## src/rtl/ttc_apb_master6_if.sv

```systemverilog
// Request, APB and response signal bundle for the timer-counter APB initiator.
// The master modport is the initiator's view; the slave modport is the environment's view.
interface ttc_apb_master6_if #(
    parameter int FIFO_DEPTH = 4,
    parameter int ADDR_W     = 8,
    parameter int DATA_W     = 32
) ();
    localparam int LVL_W = $clog2(FIFO_DEPTH) + 1;

    logic              req_valid6;
    logic              req_ready6;
    logic              req_write6;
    logic [ADDR_W-1:0] req_addr6;
    logic [DATA_W-1:0] req_wdata6;

    logic              psel6;
    logic              penable6;
    logic              pwrite6;
    logic [ADDR_W-1:0] paddr6;
    logic [DATA_W-1:0] pwdata6;
    logic [DATA_W-1:0] prdata6;

    logic              rsp_valid6;
    logic              rsp_write6;
    logic [DATA_W-1:0] rsp_rdata6;
    logic              busy6;
    logic [LVL_W-1:0]  fifo_level6;

    modport master (
        input  req_valid6, req_write6, req_addr6, req_wdata6, prdata6,
        output req_ready6, psel6, penable6, pwrite6, paddr6, pwdata6,
               rsp_valid6, rsp_write6, rsp_rdata6, busy6, fifo_level6
    );

    modport slave (
        output req_valid6, req_write6, req_addr6, req_wdata6, prdata6,
        input  req_ready6, psel6, penable6, pwrite6, paddr6, pwdata6,
               rsp_valid6, rsp_write6, rsp_rdata6, busy6, fifo_level6
    );
endinterface

```

## src/rtl/ttc_apb_master6.sv

```systemverilog
// APB initiator (no PREADY/PSLVERR) for the timer-counter register slave.
// Requests are queued in a small command FIFO and each runs as a SETUP/ACCESS transfer.
module ttc_apb_master6 #(
    parameter int FIFO_DEPTH = 4,
    parameter int ADDR_W     = 8,
    parameter int DATA_W     = 32
) (
    input  logic               pclk6,
    input  logic               n_p_reset6,
    ttc_apb_master6_if.master  bus
);
    localparam int PTR_W = $clog2(FIFO_DEPTH);
    localparam int LVL_W = PTR_W + 1;
    localparam logic [LVL_W-1:0]  LVL_FULL  = LVL_W'(FIFO_DEPTH);
    localparam logic [LVL_W-1:0]  LVL_ONE   = LVL_W'(1);
    localparam logic [LVL_W-1:0]  LVL_ZERO  = {LVL_W{1'b0}};
    localparam logic [PTR_W-1:0]  PTR_ONE   = PTR_W'(1);
    localparam logic [PTR_W-1:0]  PTR_ZERO  = {PTR_W{1'b0}};
    localparam logic [ADDR_W-1:0] ADDR_ZERO = {ADDR_W{1'b0}};
    localparam logic [DATA_W-1:0] DATA_ZERO = {DATA_W{1'b0}};

    typedef enum logic [1:0] {
        S_IDLE   = 2'd0,
        S_SETUP  = 2'd1,
        S_ACCESS = 2'd2
    } state_t;

    state_t              r_state;
    state_t              w_state_nxt;

    logic [DATA_W-1:0]   r_fifo_data [FIFO_DEPTH];
    logic [ADDR_W-1:0]   r_fifo_addr [FIFO_DEPTH];
    logic [FIFO_DEPTH-1:0] r_fifo_write;
    logic [PTR_W-1:0]    r_wr_ptr;
    logic [PTR_W-1:0]    r_rd_ptr;
    logic [LVL_W-1:0]    r_level;
    logic [LVL_W-1:0]    w_level_nxt;

    logic                w_full;
    logic                w_empty;
    logic                w_push;
    logic                w_pop;

    logic                r_psel;
    logic                r_penable;
    logic                r_pwrite;
    logic [ADDR_W-1:0]   r_paddr;
    logic [DATA_W-1:0]   r_pwdata;
    logic                r_rsp_valid;
    logic                r_rsp_write;
    logic [DATA_W-1:0]   r_rsp_rdata;
    logic                r_busy;

    logic                w_psel_nxt;
    logic                w_penable_nxt;
    logic                w_rsp_fire;
    logic                w_busy_nxt;

    // A full FIFO refuses pushes even when a pop happens on the same edge.
    assign w_full  = (r_level == LVL_FULL);
    assign w_empty = (r_level == LVL_ZERO);
    assign w_push  = bus.req_valid6 && !w_full;
    assign w_pop   = !w_empty && ((r_state == S_IDLE) || (r_state == S_ACCESS));

    // Command FIFO storage
    always_ff @(posedge pclk6 or negedge n_p_reset6) begin
        if (!n_p_reset6) begin
            for (int i = 0; i < FIFO_DEPTH; i++) begin
                r_fifo_data[i] <= DATA_ZERO;
                r_fifo_addr[i] <= ADDR_ZERO;
            end
            r_fifo_write <= {FIFO_DEPTH{1'b0}};
        end else if (w_push) begin
            r_fifo_data[r_wr_ptr]  <= bus.req_wdata6;
            r_fifo_addr[r_wr_ptr]  <= bus.req_addr6;
            r_fifo_write[r_wr_ptr] <= bus.req_write6;
        end
    end

    // FIFO occupancy after this edge's push/pop
    always_comb begin
        w_level_nxt = r_level;
        case ({w_push, w_pop})
            2'b10:   w_level_nxt = r_level + LVL_ONE;
            2'b01:   w_level_nxt = r_level - LVL_ONE;
            default: w_level_nxt = r_level;
        endcase
    end

    // FIFO pointers and level; pointers wrap naturally at the power-of-two depth
    always_ff @(posedge pclk6 or negedge n_p_reset6) begin
        if (!n_p_reset6) begin
            r_wr_ptr <= PTR_ZERO;
            r_rd_ptr <= PTR_ZERO;
            r_level  <= LVL_ZERO;
        end else begin
            if (w_push) begin
                r_wr_ptr <= r_wr_ptr + PTR_ONE;
            end
            if (w_pop) begin
                r_rd_ptr <= r_rd_ptr + PTR_ONE;
            end
            r_level <= w_level_nxt;
        end
    end

    // FSM state register
    always_ff @(posedge pclk6 or negedge n_p_reset6) begin
        if (!n_p_reset6) begin
            r_state <= S_IDLE;
        end else begin
            r_state <= w_state_nxt;
        end
    end

    // FSM next-state logic
    always_comb begin
        w_state_nxt = r_state;
        case (r_state)
            S_IDLE: begin
                if (!w_empty) begin
                    w_state_nxt = S_SETUP;
                end else begin
                    w_state_nxt = S_IDLE;
                end
            end
            S_SETUP: begin
                w_state_nxt = S_ACCESS;
            end
            S_ACCESS: begin
                if (!w_empty) begin
                    w_state_nxt = S_SETUP;
                end else begin
                    w_state_nxt = S_IDLE;
                end
            end
            default: begin
                w_state_nxt = S_IDLE;
            end
        endcase
    end

    // FSM output decode: values the output registers take on the next edge
    always_comb begin
        w_psel_nxt    = 1'b0;
        w_penable_nxt = 1'b0;
        w_rsp_fire    = 1'b0;
        w_busy_nxt    = 1'b0;
        case (w_state_nxt)
            S_SETUP: begin
                w_psel_nxt    = 1'b1;
                w_penable_nxt = 1'b0;
            end
            S_ACCESS: begin
                w_psel_nxt    = 1'b1;
                w_penable_nxt = 1'b1;
            end
            default: begin
                w_psel_nxt    = 1'b0;
                w_penable_nxt = 1'b0;
            end
        endcase
        w_rsp_fire = (r_state == S_ACCESS);
        w_busy_nxt = (w_level_nxt != LVL_ZERO) || (w_state_nxt != S_IDLE);
    end

    // APB control, address/data capture on pop, and response capture at ACCESS exit
    always_ff @(posedge pclk6 or negedge n_p_reset6) begin
        if (!n_p_reset6) begin
            r_psel      <= 1'b0;
            r_penable   <= 1'b0;
            r_pwrite    <= 1'b0;
            r_paddr     <= ADDR_ZERO;
            r_pwdata    <= DATA_ZERO;
            r_rsp_valid <= 1'b0;
            r_rsp_write <= 1'b0;
            r_rsp_rdata <= DATA_ZERO;
            r_busy      <= 1'b0;
        end else begin
            r_psel      <= w_psel_nxt;
            r_penable   <= w_penable_nxt;
            r_busy      <= w_busy_nxt;
            r_rsp_valid <= w_rsp_fire;
            if (w_pop) begin
                r_pwrite <= r_fifo_write[r_rd_ptr];
                r_paddr  <= r_fifo_addr[r_rd_ptr];
                r_pwdata <= r_fifo_write[r_rd_ptr] ? r_fifo_data[r_rd_ptr] : DATA_ZERO;
            end
            // r_pwrite still describes the finishing transfer here; a pop loads it next edge
            if (w_rsp_fire) begin
                r_rsp_write <= r_pwrite;
                r_rsp_rdata <= r_pwrite ? DATA_ZERO : bus.prdata6;
            end
        end
    end

    assign bus.req_ready6  = !w_full;
    assign bus.psel6       = r_psel;
    assign bus.penable6    = r_penable;
    assign bus.pwrite6     = r_pwrite;
    assign bus.paddr6      = r_paddr;
    assign bus.pwdata6     = r_pwdata;
    assign bus.rsp_valid6  = r_rsp_valid;
    assign bus.rsp_write6  = r_rsp_write;
    assign bus.rsp_rdata6  = r_rsp_rdata;
    assign bus.busy6       = r_busy;
    assign bus.fifo_level6 = r_level;

endmodule

```

## src/flat_wrapper.sv

```systemverilog
// flat-port wrapper written by rule: the top's interface ports become plain ports
module ttc_apb_master6_flat 
#(
    parameter int FIFO_DEPTH = 4,
    parameter int ADDR_W     = 8,
    parameter int DATA_W     = 32
)
  (pclk6, n_p_reset6, bus_req_valid6, bus_req_write6, bus_req_addr6, bus_req_wdata6, bus_prdata6, bus_req_ready6, bus_psel6, bus_penable6, bus_pwrite6, bus_paddr6, bus_pwdata6, bus_rsp_valid6, bus_rsp_write6, bus_rsp_rdata6, bus_busy6, bus_fifo_level6);
  ttc_apb_master6_if #(.FIFO_DEPTH(FIFO_DEPTH), .ADDR_W(ADDR_W), .DATA_W(DATA_W)) bus_i ();
  input  logic pclk6;
  input  logic n_p_reset6;
  input wire logic [$bits(bus_i.req_valid6)-1:0] bus_req_valid6;
  input wire logic [$bits(bus_i.req_write6)-1:0] bus_req_write6;
  input wire logic [$bits(bus_i.req_addr6)-1:0] bus_req_addr6;
  input wire logic [$bits(bus_i.req_wdata6)-1:0] bus_req_wdata6;
  input wire logic [$bits(bus_i.prdata6)-1:0] bus_prdata6;
  output wire logic [$bits(bus_i.req_ready6)-1:0] bus_req_ready6;
  output wire logic [$bits(bus_i.psel6)-1:0] bus_psel6;
  output wire logic [$bits(bus_i.penable6)-1:0] bus_penable6;
  output wire logic [$bits(bus_i.pwrite6)-1:0] bus_pwrite6;
  output wire logic [$bits(bus_i.paddr6)-1:0] bus_paddr6;
  output wire logic [$bits(bus_i.pwdata6)-1:0] bus_pwdata6;
  output wire logic [$bits(bus_i.rsp_valid6)-1:0] bus_rsp_valid6;
  output wire logic [$bits(bus_i.rsp_write6)-1:0] bus_rsp_write6;
  output wire logic [$bits(bus_i.rsp_rdata6)-1:0] bus_rsp_rdata6;
  output wire logic [$bits(bus_i.busy6)-1:0] bus_busy6;
  output wire logic [$bits(bus_i.fifo_level6)-1:0] bus_fifo_level6;
  assign bus_i.req_valid6 = bus_req_valid6;
  assign bus_i.req_write6 = bus_req_write6;
  assign bus_i.req_addr6 = bus_req_addr6;
  assign bus_i.req_wdata6 = bus_req_wdata6;
  assign bus_i.prdata6 = bus_prdata6;
  assign bus_req_ready6 = bus_i.req_ready6;
  assign bus_psel6 = bus_i.psel6;
  assign bus_penable6 = bus_i.penable6;
  assign bus_pwrite6 = bus_i.pwrite6;
  assign bus_paddr6 = bus_i.paddr6;
  assign bus_pwdata6 = bus_i.pwdata6;
  assign bus_rsp_valid6 = bus_i.rsp_valid6;
  assign bus_rsp_write6 = bus_i.rsp_write6;
  assign bus_rsp_rdata6 = bus_i.rsp_rdata6;
  assign bus_busy6 = bus_i.busy6;
  assign bus_fifo_level6 = bus_i.fifo_level6;
  ttc_apb_master6 #(.FIFO_DEPTH(FIFO_DEPTH), .ADDR_W(ADDR_W), .DATA_W(DATA_W)) u_core (.pclk6(pclk6), .n_p_reset6(n_p_reset6), .bus(bus_i));
endmodule
```

## config.mk

```make
export PLATFORM = sky130hd
export DESIGN_NAME = ttc_apb_master6_flat
export DESIGN_NICKNAME = d
export VERILOG_FILES = /design/src/rtl/ttc_apb_master6_if.sv /design/src/rtl/ttc_apb_master6.sv /design/src/flat_wrapper.sv
export SDC_FILE = /design/constraint.sdc
export NUM_CORES = 1
export LEC_CHECK = 0
export CORE_ASPECT_RATIO = 1.25
export CORE_MARGIN = 2
export CORE_UTILIZATION = 35
export CTS_CLUSTER_DIAMETER = 200
export DETAILED_ROUTE_END_ITERATION = 8
export PLACE_DENSITY_LB_ADDON = 0.08
export SETUP_SLACK_MARGIN = 0.5
export SLEW_MARGIN = 20
export SYNTH_ARGS = -nofsm -noshare
export SYNTH_HDL_FRONTEND = slang
export SYNTH_SLANG_ARGS = --single-unit
```

## constraint.sdc

```tcl
create_clock -name pclk6 -period 2.7 [get_ports pclk6]
set_input_delay 0.27 -clock pclk6 [delete_from_list [all_inputs] [get_ports pclk6]]
set_output_delay 0.27 -clock pclk6 [all_outputs]
set_load 0.01 [all_outputs]
```

==> reports/results.tsv, run 1 <==
metric	value	unit
wl_per_cell	21.0	um
synth.distinct_cells	31	
design.core.area	32500	um2
dr.pass1.iters	4	
period_needed	2.14	ns
leakagePower	6.64	nW
grt_pass1_vias	7591	
antenna_found_initial	0	
fin_area	14600	um2
numClockSinks	251	
finClkSkew	0.0110	ns
cap_violations	0	
gr-total-overflow	0	
dr.first_iter.drc_count	281	
drive_above_1_share	34.0	%
drtAntennaViolNets	0	
antenna_cells	0	
synthAdderAreaFrac	0.718	%
power	19.3	mW
hp-class	primary input to flip-flop	
rows	74	
cp-start-kind	flip-flop	
port_buffers	157	
critPathMaxStageDelay	0.42	ns
synth.area.mux_share	30.6	%
required	3.11	ns
cts_tree	done	
synth_top_family_by_area	multiplexers	
grt_max_degree	91	
clock_path_buffers	3	
drt_wl_total	28500	um
slew_violations	0	
root_buffer	clkbuf_16	
die_area	34400	um2
fmax	0.467	GHz
r2r_slack	0.56	ns
cp-end-kind	flip-flop	
grt_usage	16.9	%
path_clk_slew	0.06	ns
ys_seq_elements	251	
syn_area	11500	um2
slowest_stage	dfrtp_2	
critical_path_class	flip-flop to flip-flop	
crit_chain	buf_4, nor3_4, or2_2, inv_2, ha_4, fa_2, mux2_4, nor2_2, nand4b_1	
power_density	1320	nW/um2
cp_top_family	adder cells	
vias	6659	
avgSynthCellArea	15.4	um2
crit_buf_inv	2	
synth-simple-area-share	5.11	%
insertion_delay	0.54	ns
post-dp-hpwl	17300	um
status	completed	
rsz0062_at_grt	false	
hold_viol_final	0	
synth_compound_area_share	4.22	%
fin_setup_tns	0	ns
drt-vias-per-instance	4.91	
path_max_fanout	4	
cts.htree.levels	1	
post-route-period-util	79.4	%
ys_seq_area_share	54.6	%
start_util	35.4	%
cts_buffers	29	
max-vdd-ir-drop	569	uV
synthesis.nets	827	
yosysWarnings	0	
fp.dieH	207	um
io_pins	158	
drc_errors	0	
max_slew_margin	36.0	%
grt_pass1_wl	45500	um
gp_congestion	0.727	
synth_xor_area_share	0.381	%
dpl_cell_area	13500	um2
area_growth_syn_to_layout	26.7	%
die_w	166	um
final_net_count	998	
critical_path_arrival	2.55	ns
setup_viol	0	
worst_pin_slew	0.960	ns
syn_inst	745	
[through the flow]
stage	setup slack [ns]	instances	hold WS [ns]	util [%]
6_report	0.557	1356	0.297	44.9
5_1_grt	0.488	1356	0.297	44.9
4_1_cts	0.501	1351	0.268	44.7
3_5_place_dp	0.460	1294	0.340	41.4
3_3_place_gp	0.492	1294	0.329	41.4
2_1_floorplan	0.425	745	-0.0256	-
[metal layers]
layer / track usage, % / share of wire, %
met5: 0 / 0
met4: 4.04 / 1.5
met3: 3.15 / 4.8
met2: 29.1 / 49
met1: 22.3 / 45
[where the power goes]
group	internal [mW]	switching (mW)	total (mW)
Sequential	5.61	1.03	6.64
Clock	2.63	1.65	4.27
Combinational	4.94	3.46	8.40
[sequential cells by signal, summed over array words and instances, names as in the netlist]
name,cells
u_core.bus.pwdata6,32
u_core.bus.paddr6,8
u_core.bus.rsp_valid6,1
u_core.r_wr_ptr,2
u_core.bus.rsp_write6,1
u_core.bus.busy6,1
u_core.r_rd_ptr,2
u_core.bus.pwrite6,1
u_core.r_fifo_data,128
u_core.bus.penable6,1
u_core.r_fifo_write,4
u_core.bus.psel6,1
u_core.r_state,2
u_core.r_fifo_addr,32
u_core.bus.fifo_level6,3
u_core.bus.rsp_rdata6,32
[timing repair]
action                     CTS  global route
setup buffers                3             5
resized for setup            1             3
hold endpoints to repair    85             0
setup endpoints to repair    2            16
pin swaps                    0             1
hold buffers                 1             0
[layout by cell type (no fill, tap or decap), types with 3 or more instances in the layout]
cell	instances
dfrtp_1	245
mux2_4	161
clkdlybuf4s50_1	155
nand2_1	65
o21ai_0	59
mux4_2	41
o21ai_1	38
nand2b_1	32
clkbuf_16	29
buf_4	23
mux2_2	12
buf_12	10
clkinv_2	7
bufinv_16	6
dfrtp_2	5
xnor2_1	4
nand3_4	4
ha_1	4
clkinvlp_4	4
inv_1	3
mux2_1	3
clkbuf_8	3
[cell families (layout without fill, tap and decap cells)]
kind of cell             count (synthesis)  after routing
AO/OA/AOI/OAI                           97             97
XOR/XNOR                                 5              5
adder cells (fa/ha/maj)                  6              6
buffers and inverters                   56            249
flip-flops                             251            251
multiplexers                           218            218
AND/OR/NAND/NOR                        112            112
[tightest hold or removal path: cells and delay by family]
family / cells / cell delay, ns
buffers and inverters: 1 / 0.40
AOI/OAI and AO/OA: 1 / 0.06
and+or+nand+nor: 1 / 0.06
[worst paths after layout]
| check | startpoint | endpoint | cells past startpoint |
|---|---|---|---|
| worst max-delay path | u_core.bus.fifo_level6[2]$_DFF_PN0_ | u_core.bus.busy6$_DFF_PN0_ | 9 |
| worst min-delay path | bus_prdata6[12] | u_core.bus.rsp_rdata6[12]$_DFFE_PN0P_ | 3 |
| worst max register to register | u_core.bus.fifo_level6[2]$_DFF_PN0_ | u_core.bus.busy6$_DFF_PN0_ | 9 |
| worst min register to register | u_core.bus.rsp_rdata6[23]$_DFFE_PN0P_ | u_core.bus.rsp_rdata6[23]$_DFFE_PN0P_ | 2 |
| max in group asynchronous | n_p_reset6 | u_core.r_fifo_data[116]$_DFFE_PN0P_ | 3 |
| min in group asynchronous | n_p_reset6 | u_core.bus.rsp_rdata6[17]$_DFFE_PN0P_ | 2 |
[synthesized netlist by cell type, drive strengths merged]
cell type / number / area share (%)
buf: 32 / 3.7
clkbuf: 19 / 0.62
dfrtp: 251 / 55
fa: 1 / 0.17
ha: 5 / 0.54
inv: 5 / 0.16
mux2: 176 / 22
mux2i: 1 / 0.087
mux4: 41 / 8.0
nand2: 66 / 2.2
nand2b: 33 / 1.8
nand3: 4 / 0.61
nand4b: 1 / 0.076
nor2: 1 / 0.033
nor2b: 2 / 0.11
nor3: 1 / 0.087
nor3b: 1 / 0.065
o21ai: 97 / 4.2
or2: 1 / 0.054
or3: 1 / 0.054
or3b: 1 / 0.076
xnor2: 4 / 0.30
xor2: 1 / 0.076
[area by class of cell]
type	count	area, um2
flip-flops and latches	251	6290
fillers	2887	17900
well taps	418	523
inverters	5	18.8
clock buffers	34	774
multi-input cells	438	4760
clock inverters	19	263
repair buffers	191	1960
Note: power is estimated with default switching activity, not from simulation.
==> inputs of run 2 (changes only) <==
clock period = 2.1 ns   (was 2.7 ns; I/O delays follow)
==> run 2 against run 1 <==
Net effect:
- core utilization up 5.4 points
- clock skew up 0.0037 ns
- critical path depth unchanged
- the run now ends with negative setup slack left
- sequential share of layout area shrank 4.6 points
==> reports/results.tsv, run 2 (synthesized netlist as in run 1, its figures left out) <==
metric	value	unit
drc_errors	0	
leakagePower	8.52	nW
path_max_fanout	3	
gr-total-overflow	0	
design.core.area	32500	um2
root_buffer	clkbuf_16	
period_needed	2.11	ns
port_buffers	157	
setup_viol	1	
violations	negative setup slack	
rsz0062_at_grt	true	
grt_pass1_wl	49600	um
numClockSinks	251	
fmax	0.475	GHz
cp-start-kind	flip-flop	
status	complete, but fails checks	
power_density	1730	nW/um2
wl_per_cell	22.4	um
cts_tree	done	
grt_usage	18.7	%
antenna_found_initial	1	
final_cell_mix	246 x dfrtp_1, 165 x mux2_4, 77 x dlymetal6s2s_1, 74 x clkdlybuf4s50_1, 58 x o21ai_0	
largest_register_ffs	128	
critical_path_arrival	2.57	ns
stdcell_count	1426	
rows	74	
grt_max_degree	80	
critical_path_class	flip-flop to flip-flop	
slew_violations	0	
fp.dieH	207	um
cts.htree.levels	1	
power	28.3	mW
drtAntennaViolNets	0	
drive_above_1_share	42.3	%
die_w	166	um
max-vdd-ir-drop	821	uV
cp-end-kind	flip-flop	
start_util	35.4	%
holdWs	0.239	ns
gp_congestion	0.746	
die_area	34400	um2
required	2.57	ns
post-route-period-util	100	%
drt-vias-per-instance	4.96	
fin_setup_tns	-0.00714	ns
drt_wl_total	31900	um
grt_pass1_vias	7900	
clock_path_buffers	3	
cap_violations	0	
hold_viol_final	0	
path_clk_slew	0.07	ns
mostFrequentLayoutCell	dfrtp_1	
multiInputGateArea	5000	um2
setup_ws	-0.00714	ns
place.detailed.instances	1310	
hp-class	primary input to flip-flop	
insertion_delay	0.54	ns
post-place-ws	-0.0849	ns
cts_buffers	27	
area_growth_syn_to_layout	41.9	%
worst_pin_slew	0.686	ns
final_net_count	1069	
vias	7066	
n_fill_cell	2722	
seq_area	6290	um2
max_slew_margin	54.3	%
dr.pass1.iters	4	
dr.first_iter.drc_count	294	
top_register	u_core.r_fifo_data	
post-dp-hpwl	18700	um
finClkSkew	0.0146	ns
io_pins	158	
-- run 2: repair_timing --
| item | in CTS | in global routing |
|---|---|---|
| pin swaps | 18 | 11 |
| setup endpoints to repair | 325 | 313 |
| setup buffers | 34 | 11 |
| hold endpoints to repair | 71 | 0 |
| gates cloned | 19 | 1 |
| resized for setup | 92 | 144 |
| hold buffers | 1 | 0 |
-- run 2: worst max-delay path: stages, from the launching register on --
cell	delay, ns
dfrtp_2	0.42
buf_6	0.12
nor3_4	0.16
or2_4	0.16
inv_4	0.04
ha_4	0.15
fa_2	0.36
xnor2_2	0.15
or3_4	0.38
nand4b_1	0.10
-- run 2: cell type report --
| class | instances | share of cell area, % |
|---|---|---|
| antenna | 1 | 0.0153 |
| clock buffer | 37 | 4.61 |
| clock inverter | 12 | 1.20 |
| inverter | 5 | 0.130 |
| multi-input combinational | 439 | 30.6 |
| sequential | 251 | 38.5 |
| tap | 418 | 3.20 |
| timing repair buffer | 263 | 21.7 |
-- run 2: routing by layer --
layer	up-vias	GRT usage (%)	wire length, um
li1	3130	-	-
met1	3716	25.1	14000
met2	181	32.3	16000
met3	39	2.71	1320
met4	0	4.66	590
met5	-	0	0
-- run 2: worst paths after layout --
| check | to | depth (start not counted) | slack, ns | start |
|---|---|---|---|---|
| worst min-delay path | u_core.bus.rsp_rdata6[6]$_DFFE_PN0P_ | 3 | 0.24 | bus_prdata6[6] |
| worst max register to register | u_core.bus.busy6$_DFF_PN0_ | 9 | -0.007 | u_core.bus.fifo_level6[0]$_DFF_PN0_ |
| worst max-delay path | u_core.bus.busy6$_DFF_PN0_ | 9 | -0.007 | u_core.bus.fifo_level6[0]$_DFF_PN0_ |
| worst min register to register | u_core.bus.rsp_rdata6[9]$_DFFE_PN0P_ | 2 | 0.48 | u_core.bus.rsp_rdata6[9]$_DFFE_PN0P_ |
| min in group asynchronous | u_core.bus.rsp_rdata6[18]$_DFFE_PN0P_ | 2 | 0.26 | n_p_reset6 |
| max in group asynchronous | u_core.r_rd_ptr[0]$_DFFE_PN0P_ | 3 | 1.07 | n_p_reset6 |
-- run 2: per-stage QoR --
| step | util (%) | cell area (um2) |
|---|---|---|
| finish | 50.3 | 16300 |
| global route | 50.2 | 16300 |
| CTS | 48.6 | 15800 |
| detailed placement | 42.1 | 13700 |
| global placement | 42.1 | 13700 |
| floorplan | - | 11600 |
-- run 2: power by group --
group          internal (mW)  leakage [nW]  switching (mW)  total, mW
combinational           8.75          5.01            5.82       14.6
clock                   3.13         0.468            1.99       5.12
sequential              7.21          3.04            1.35       8.56
==> inputs of run 3 (changes only) <==
TNS_END_PERCENT = 1   (was default)
==> run 3 against run 2 <==
Net effect:
- the run now ends clean
- sequential power decreased by 0.5%
- routed wire length decreased by 9.9%
- die area unchanged
- clock power increased by 7.0%
- worst hold slack improved by 0.0080 ns
- combinational power decreased by 18%
- setup slack improved by 0.013 ns
- non-clock buffer count decreased by 61
- via count decreased by 5.6%
- sequential cell count unchanged
==> reports/results.tsv, run 3 (synthesized netlist as in run 1, its figures left out) <==
metric	value	unit
period_needed	2.09	ns
largest_register_ffs	128	
reg2reg_depth	7	
rsz0062_at_grt	true	
n_fill_cell	2790	
critPathMaxStageDelay	0.44	ns
setup_viol	0	
clock_path_buffers	3	
port_buffers	157	
worst_pin_slew	0.640	ns
gr-total-overflow	0	
area_growth_syn_to_layout	32.3	%
seq_power_share	32.8	%
required	2.49	ns
drt_wl_total	28700	um
crit_start	u_core.bus.fifo_level6[0]$_DFF_PN0_	
leakagePower	7.97	nW
critical_path_class	flip-flop to flip-flop	
antenna_found_initial	0	
status	completed	
fin_setup_tns	0	ns
critical_path_arrival	2.48	ns
drive_above_1_share	39.7	%
dr.first_iter.drc_count	285	
fp.dieH	207	um
cap_violations	0	
cts_tree	done	
fin_util	46.9	%
wl_per_cell	21.1	um
gp_congestion	0.736	
grt_pass1_vias	7575	
die_w	166	um
hold_viol_final	0	
power_density	1710	nW/um2
drt-vias-per-instance	4.90	
design.core.area	32500	um2
post-route-period-util	99.7	%
vias	6668	
seq_area	6290	um2
cts_buffers	27	
top_register	u_core.r_fifo_data	
insertion_delay	0.53	ns
clkPwrFrac	21.1	%
drc_errors	0	
max_slew_margin	57.3	%
r2r_slack	0.006	ns
r2r_start	u_core.bus.fifo_level6[0]$_DFF_PN0_	
endpoint	u_core.bus.busy6$_DFF_PN0_	
cp-end-kind	flip-flop	
antenna_cells	0	
multiInputGateArea	4990	um2
hp-class	primary input to asynchronous set/reset pin	
fin_area	15200	um2
numClockSinks	251	
finClkSkew	0.0170	ns
io_pins	158	
mostFrequentLayoutCell	dfrtp_1	
combPwrFrac	46.1	%
cts.htree.levels	1	
power	26.0	mW
p_switching	8.40	mW
rows	74	
grt_max_degree	66	
drtAntennaViolNets	0	
grt_usage	16.8	%
post-dp-hpwl	18400	um
path_max_fanout	3	
path_clk_slew	0.06	ns
final_net_count	1007	
slew_violations	0	
die_area	34400	um2
crit_chain	or3b_4, nand2_4, ha_4, fa_2, mux2_4, nor2_2, nand4b_1	
cp-start-kind	flip-flop	
switching_share	32.3	%
final_cell_mix	245 x dfrtp_1, 165 x mux2_4, 78 x dlymetal6s2s_1, 76 x clkdlybuf4s50_1, 58 x o21ai_0	
grt_pass1_wl	45500	um
root_buffer	clkbuf_16	
slowest_stage	dfrtp_2	
fmax	0.478	GHz
dr.pass1.iters	4	
start_util	35.4	%
dpl_cell_area	13700	um2
timing.rr.end	u_core.bus.busy6$_DFF_PN0_	
max-vdd-ir-drop	726	uV
p_int	17.6	mW
[run 3: cell types whose count changed in the layout (fill, tap and decap cells not counted), moves of 4 or more]
cell	previous run	this run
buf_12	37	17
buf_16	20	0
buf_6	25	7
clkbuf_1	6	1
clkbuf_8	5	9
o21ai_1	31	20
o21ai_2	8	19
[run 3: timing repair]
action                                  in CTS  in global routing
endpoints found under the setup margin     283                327
endpoints found under the hold margin       60                  0
hold buffers                                 1                  0
pin swaps                                    5                 66
resized for setup                            5                167
buffers inserted                             4                  2
[run 3: worst min-delay path by stage]
stage / start / end / depth (start not counted)
floorplan: n_p_reset6 / u_core.bus.busy6$_DFF_PN0_ / 0
global route: bus_prdata6[27] / u_core.bus.rsp_rdata6[27]$_DFFE_PN0P_ / 3
CTS: bus_prdata6[21] / u_core.bus.rsp_rdata6[21]$_DFFE_PN0P_ / 3
global placement: n_p_reset6 / u_core.bus.rsp_rdata6[21]$_DFFE_PN0P_ / 1
detailed placement: n_p_reset6 / u_core.bus.rsp_rdata6[21]$_DFFE_PN0P_ / 1
finish: n_p_reset6 / u_core.bus.rsp_rdata6[21]$_DFFE_PN0P_ / 2
[run 3: per-layer routing]
layer  wire length [um]  global-route usage (%)  up-vias
met4                340                    3.14        0
li1                   -                       -     2995
met2              13700                    28.2      157
met3               1320                    3.22       24
met1              13300                    23.0     3492
met5                  0                       0        -
[run 3: stage by stage]
stage	hold slack [ns]	worst slack, ns	std cells
detailed placement	0.218	-0.0353	1307
global placement	0.209	0.00442	1307
floorplan	-0.0856	-0.197	745
CTS	0.230	0.0104	1360
finish	0.247	0.00585	1362
global route	0.259	-0.0412	1362
[run 3: layout make-up]
cell class / count / share of cell area, %
Sequential cell: 251 / 41.3
Multi-Input combinational cell: 438 / 32.8
Timing Repair Buffer: 202 / 15.6
Clock buffer: 37 / 5.27
Tap cell: 418 / 3.43
Clock inverter: 11 / 1.53
Inverter: 5 / 0.123
[run 3: power by group through the flow]
stage	Sequential (mW)	Combinational [mW]	Clock, mW
after global routing	8.80	12.8	5.84
after floorplan	8.44	7.63	0
after detailed placement	8.57	11.2	0
after global placement	8.38	11.0	0
final	8.52	12.0	5.48
after CTS	8.53	11.4	5.63
[run 3: worst max-delay path: cells and delay by family, from the launching register on]
family	cells	cell delay, ns
flip-flops	1	0.44
multiplexers	1	0.29
AND/OR/NAND/NOR	4	0.67
adder cells (fa/ha/maj)	2	0.56
